### src/rtl/hello_msg_sequencer_if.sv
// Handshake bundle between the step source and the HELLO character sequencer.
// The master drives step/clear/loop_en; the sequencer drives the character stream.
interface hello_msg_sequencer_if #(
    parameter int CW = 3
);
    logic          step;
    logic          clear;
    logic          loop_en;
    logic [CW-1:0] char_code;
    logic          char_valid;
    logic          msg_start;
    logic          done;

    modport master (
        output step, clear, loop_en,
        input  char_code, char_valid, msg_start, done
    );

    modport slave (
        input  step, clear, loop_en,
        output char_code, char_valid, msg_start, done
    );
endinterface

### src/rtl/hello_msg_sequencer.sv
// Character source for the 8-digit HELLO shift display: emits H,E,L,L,O, GAP_LEN blanks,
// then either repeats or parks on blanks. One registered code per accepted step.
module hello_msg_sequencer #(
    parameter int GAP_LEN = 3,
    parameter int CW      = 3
) (
    input logic                  KEY,
    input logic                  SW,
    hello_msg_sequencer_if.slave bus
);
    localparam logic [2:0] IDLE = 3'd0;
    localparam logic [2:0] S_H  = 3'd1;
    localparam logic [2:0] S_E  = 3'd2;
    localparam logic [2:0] S_L1 = 3'd3;
    localparam logic [2:0] S_L2 = 3'd4;
    localparam logic [2:0] S_O  = 3'd5;
    localparam logic [2:0] GAP  = 3'd6;
    localparam logic [2:0] DONE = 3'd7;

    localparam logic [CW-1:0] CODE_H     = CW'(0);
    localparam logic [CW-1:0] CODE_E     = CW'(1);
    localparam logic [CW-1:0] CODE_L     = CW'(2);
    localparam logic [CW-1:0] CODE_O     = CW'(3);
    localparam logic [CW-1:0] CODE_BLANK = CW'(7);

    localparam logic [3:0] GAP_LAST = 4'(GAP_LEN);

    logic [2:0]    state;
    logic [3:0]    gap_cnt;
    logic [CW-1:0] char_code;
    logic          char_valid;
    logic          msg_start;
    logic          done;

    logic [2:0]    state_nxt;
    logic [3:0]    gap_nxt;
    logic [CW-1:0] code_nxt;
    logic          start_nxt;

    // Next values assuming the step is taken; the register block applies them only on step.
    always_comb begin
        state_nxt = state;
        gap_nxt   = gap_cnt;
        code_nxt  = CODE_BLANK;
        start_nxt = 1'b0;
        case (state)
            IDLE: begin
                state_nxt = S_H;
                code_nxt  = CODE_H;
                start_nxt = 1'b1;
            end
            S_H: begin
                state_nxt = S_E;
                code_nxt  = CODE_E;
            end
            S_E: begin
                state_nxt = S_L1;
                code_nxt  = CODE_L;
            end
            S_L1: begin
                state_nxt = S_L2;
                code_nxt  = CODE_L;
            end
            S_L2: begin
                state_nxt = S_O;
                code_nxt  = CODE_O;
            end
            S_O, GAP: begin
                // With no gap configured, the step out of S_O takes the gap-exit decision directly.
                if ((state == S_O && GAP_LEN == 0) || (state == GAP && gap_cnt >= GAP_LAST)) begin
                    gap_nxt = 4'd0;
                    if (bus.loop_en) begin
                        state_nxt = S_H;
                        code_nxt  = CODE_H;
                        start_nxt = 1'b1;
                    end else begin
                        state_nxt = DONE;
                        code_nxt  = CODE_BLANK;
                    end
                end else begin
                    state_nxt = GAP;
                    code_nxt  = CODE_BLANK;
                    gap_nxt   = (state == S_O) ? 4'd1 : gap_cnt + 4'd1;
                end
            end
            DONE: begin
                state_nxt = DONE;
                code_nxt  = CODE_BLANK;
            end
            default: begin
                state_nxt = IDLE;
                code_nxt  = CODE_BLANK;
                gap_nxt   = 4'd0;
            end
        endcase
    end

    // Output register stage: code/state advance only on step, strobes follow step.
    always_ff @(posedge KEY) begin
        if (SW || bus.clear) begin
            state      <= IDLE;
            gap_cnt    <= 4'd0;
            char_code  <= CODE_BLANK;
            char_valid <= 1'b0;
            msg_start  <= 1'b0;
            done       <= 1'b0;
        end else begin
            char_valid <= bus.step;
            msg_start  <= bus.step & start_nxt;
            if (bus.step) begin
                state     <= state_nxt;
                gap_cnt   <= gap_nxt;
                char_code <= code_nxt;
                done      <= (state_nxt == DONE);
            end
        end
    end

    assign bus.char_code  = char_code;
    assign bus.char_valid = char_valid;
    assign bus.msg_start  = msg_start;
    assign bus.done       = done;
endmodule

### src/flat_wrapper.sv
// flat-port wrapper written by rule: the top's interface ports become plain ports
module hello_msg_sequencer_flat 
#(
    parameter int GAP_LEN = 3,
    parameter int CW      = 3
)
  (KEY, SW, bus_step, bus_clear, bus_loop_en, bus_char_code, bus_char_valid, bus_msg_start, bus_done);
  hello_msg_sequencer_if #(.CW(CW)) bus_i ();
  input logic KEY;
  input logic SW;
  input wire logic [$bits(bus_i.step)-1:0] bus_step;
  input wire logic [$bits(bus_i.clear)-1:0] bus_clear;
  input wire logic [$bits(bus_i.loop_en)-1:0] bus_loop_en;
  output wire logic [$bits(bus_i.char_code)-1:0] bus_char_code;
  output wire logic [$bits(bus_i.char_valid)-1:0] bus_char_valid;
  output wire logic [$bits(bus_i.msg_start)-1:0] bus_msg_start;
  output wire logic [$bits(bus_i.done)-1:0] bus_done;
  assign bus_i.step = bus_step;
  assign bus_i.clear = bus_clear;
  assign bus_i.loop_en = bus_loop_en;
  assign bus_char_code = bus_i.char_code;
  assign bus_char_valid = bus_i.char_valid;
  assign bus_msg_start = bus_i.msg_start;
  assign bus_done = bus_i.done;
  hello_msg_sequencer #(.GAP_LEN(GAP_LEN), .CW(CW)) u_core (.KEY(KEY), .SW(SW), .bus(bus_i));
endmodule
### config.mk
export PLATFORM = sky130hd
export DESIGN_NAME = hello_msg_sequencer_flat
export DESIGN_NICKNAME = d
export VERILOG_FILES = /design/src/rtl/hello_msg_sequencer_if.sv /design/src/rtl/hello_msg_sequencer.sv /design/src/flat_wrapper.sv
export SDC_FILE = /design/constraint.sdc
export NUM_CORES = 1
export LEC_CHECK = 0
export CORE_MARGIN = 2
export CORE_UTILIZATION = 45
export CTS_CLUSTER_SIZE = 24
export DETAILED_ROUTE_END_ITERATION = 16
export PLACE_DENSITY = 0.7
export SLEW_MARGIN = 20
export SYNTH_ARGS = -nofsm -noshare
export SYNTH_HDL_FRONTEND = slang
export SYNTH_SLANG_ARGS = --single-unit
### constraint.sdc
create_clock -name KEY -period 3.76 [get_ports KEY]
set_input_delay 0.376 -clock KEY [delete_from_list [all_inputs] [get_ports KEY]]
set_output_delay 0.376 -clock KEY [all_outputs]
set_load 0.01 [all_outputs]
==> summary.md <==
| Metric | Value |
|---|---|
| Transition time at the pin with the least slew margin | 724 ps |
| Worst hold endpoint | u_core.bus.char_code[1] |
| TritonCTS sink count | 13 |
| Portion of synthesized cell area occupied by the leading cell type | 42.4% |
| Global placer's final weighted congestion | 0.849 |
| Count of final setup violators | 0 |
| Total number of placement rows | 13 |
| Most common cell after layout, fill and taps aside | dfxtp_1 |
| Cell leakage power | 0.268 nW |
| Max_slew headroom | 51.3% |
| Layout area overhead | 21.2% |
| Vertical die dimension | 41.0 µm |
| Post-route antenna net violation count | 0 |
| Sequential element share of the synthesized area | 42.4% |
| Clock-pin slew on the worst setup and hold paths | 80 ps |
| Area leader, netlist | dfxtp_1 |
| Tcrit/Tclk final | 44.0% |
| Warnings from Yosys | 0 |
| Hold crit path type | flop to flop |
| Number of endpoints with negative hold slack in the final report | 0 |
| Cell types with the largest area share after synthesis | dfxtp_1 (42%), o21ai_0 (6.5%), a21oi_1 (4.9%) |
| Total CTS buffers | 3 |
| Startpoint of the worst hold path | u_core.bus.char_code[1] |
| Global-route wire length before repair | 1.96 mm |
| Overall die width | 41.0 µm |
| Sort of element at the end of the critical path | flop |
| Nature of the critical path startpoint | flop |
| Register-to-Register Path Depth | 4 |
| Max Buffers Root-to-Sink | 2 |
| Critical path peak fanout | 5 |
| Crit-path slowest cell | or4_1 |
| Antenna cells | 0 |
| Number of buffers added on ports | 10 |
| Number of DRC violations after detailed routing | 0 |
| Gr ovfl total | 0 |
| Cell chain of the critical path | ha_1 -> or3_4 -> or4_1 -> a31oi_1 |
| Fraction of final layout cells with drive strength greater than 1 | under 10% |
| Result of the run | complete, no violations |
| Post-Route WL | 1.26 mm |
| Peak supply drop | 0.248 mV |
| Pin count of the biggest net entering global routing | 13 |
| Register-to-register setup slack | 2100 ps |
| Post-CTS Setup Repair Bufs | 0 |
| Level count of the clock H-tree | 1 |
| Endpoint of the worst register-to-register path | u_core.gap_cnt[0] |
| RSZ-0062 raised after global routing | false |
| Area of the mapped netlist | 614 µm² |
| Placed wire-length estimate after detailed placement | around 930 µm |
| Post-synthesis average cell area | 8.19 µm² |
| Cells after Synth | 75 |
| Maximum achievable frequency | about 600 MHz |
| Via total after detailed routing | 567 |
| Via count of the first global-routing pass | 439 |
| Die ar. | 1680 µm² |
| Most used cells in the layout excluding fill and tap cells | dfxtp_1 (13), clkdlybuf4s50_1 (10), o21ai_0 (8) |
| Reg-to-reg startpoint | u_core.gap_cnt[0] |
| Drt wl/cell | 12.6 µm |
| Sum of negative setup slack | 0 ps |
| Highest cell delay on the worst timing path | 500 ps |
| Minimum clock period | 1660 ps |
| Number of nets in the layout | 92 |
| Cell depth of the worst min-delay path | 2 |
| Layout Skew | 6.54 ps |
| Number of gates resized after CTS | 0 |
| Mapped Nets | 81 |
| Clock tree from TritonCTS | yes |
| Overall Global Routing Usage | 18.8% |
| Total core area | 1280 µm² |
| Total iterations of the first detailed-routing run | 4 |
| Number of storage elements in the synthesis netlist | 13 |
| Initial cell density of the core | 47.8% |
| Distinct cell type count after synthesis | 26 |
| Maximum capacitance violations | 0 |
| Starting DRT DRC Count | 13 |
| Data required, critical path | 3970 ps |
| Clk Latency, worst-skew pair | 280 ps |
| Arrival @ worst endpoint | about 1900 ps |
| CTS hold repair buffers | 0 |
| Pwr/cell area | between 300 and 400 nW/µm² |
| CTS root buffer | clkbuf_4 |
| Count of final max-slew check failures | 0 |
| Ratio of routed vias to standard cells | 5.67 |
| Worst hold margin | 476 ps |
| CP Class | flop to flop |
| I/O pin total | 11 |
| Initial antenna violation count | 0 |
[metrics by stage]
stage | utilization [%] | total power, mW | setup WS, ps | area, µm² | std cells
floorplan | - | 0.157 | 2190 | 614 | 75
global placement | 55.9 | 0.169 | 1900 | 718 | 96
detailed placement | 55.9 | 0.169 | 1870 | 718 | 96
finish | 57.9 | 0.250 | 2100 | 744 | 100
CTS | 57.9 | 0.253 | 2110 | 744 | 100
global route | 57.9 | 0.263 | 1990 | 744 | 100
[registers in the layout (all words and copies together) (netlist names)]
| signal | flops |
|---|---|
| u_core.bus.char_valid | 1 |
| u_core.bus.msg_start | 1 |
| u_core.gap_cnt | 4 |
| u_core.bus.done | 1 |
| u_core.bus.char_code | 3 |
| u_core.state | 3 |
[Yosys cell counts]
cell type,instances
dfxtp_1,13
o21ai_0,8
a21oi_1,6
nand2_1,6
nor3_1,6
inv_1,5
nor2_1,5
clkbuf_1,4
nand3_1,2
o211a_1,2
o31ai_1,2
or4_1,2
a221oi_1,1
a31oi_1,1
and2_1,1
and3b_1,1
ha_1,1
nand2b_1,1
nor2b_1,1
o21ba_2,1
o221a_2,1
o22ai_1,1
o311a_1,1
or2_2,1
or3_4,1
xnor2_1,1
[per-layer routing]
layer / global-route usage (%) / vias to the layer above / wire length [µm]
li1: - / 292 / -
met1: 24.4 / 263 / 642
met2: 25.8 / 10 / 552
met3: 9.78 / 2 / 61
met4: 7.50 / 0 / 6
met5: 0 / - / 0
[worst max-delay path: cells and delay by family (launching register included)]
| kind | cells | cell delay [ps] |
|---|---|---|
| AO/OA/AOI/OAI | 1 | 160 |
| AND/OR/NAND/NOR | 2 | 840 |
| flip-flops | 1 | 350 |
| adder cells (fa/ha/maj) | 1 | 240 |
[power breakdown]
| part | switching (mW) | total [mW] | internal, mW | leakage (nW) |
|---|---|---|---|---|
| Sequential | 0.00292 | 0.144 | 0.141 | 0.106 |
| Combinational | 0.0101 | 0.0221 | 0.0120 | 0.148 |
| Clock | 0.0433 | 0.0845 | 0.0412 | 0.0150 |
[cell type report]
class                      count  area (µm²)
sequential                    13         260
fill                         124         541
clock buffer                   4        26.3
inverter                       5        18.8
timing repair buffer          10         100
multi-input combinational     53         320
tap                           15        18.8
[how the worst max path moves through the flow]
stage / start / end / slack, ps
final: u_core.gap_cnt[0] / u_core.gap_cnt[0] / 2100
after floorplan: u_core.gap_cnt[0] / u_core.gap_cnt[0] / 2190
after global routing: u_core.gap_cnt[0] / u_core.bus.char_code[1] / 1990
after CTS: u_core.gap_cnt[0] / u_core.gap_cnt[0] / 2110
after detailed placement: bus_step / u_core.gap_cnt[1] / 1870
after global placement: bus_step / u_core.gap_cnt[0] / 1900
[logic make-up after synthesis]
kind of cell	after synthesis	synth area share, %
AND/OR/NAND/NOR	27	23.0
AO/OA/AOI/OAI	24	25.7
adder cells (fa/ha/maj)	1	2.04
flip-flops	13	42.4
XOR/XNOR	1	1.43
buffers and inverters	9	5.50
Note: power is estimated with default switching activity, not from simulation.
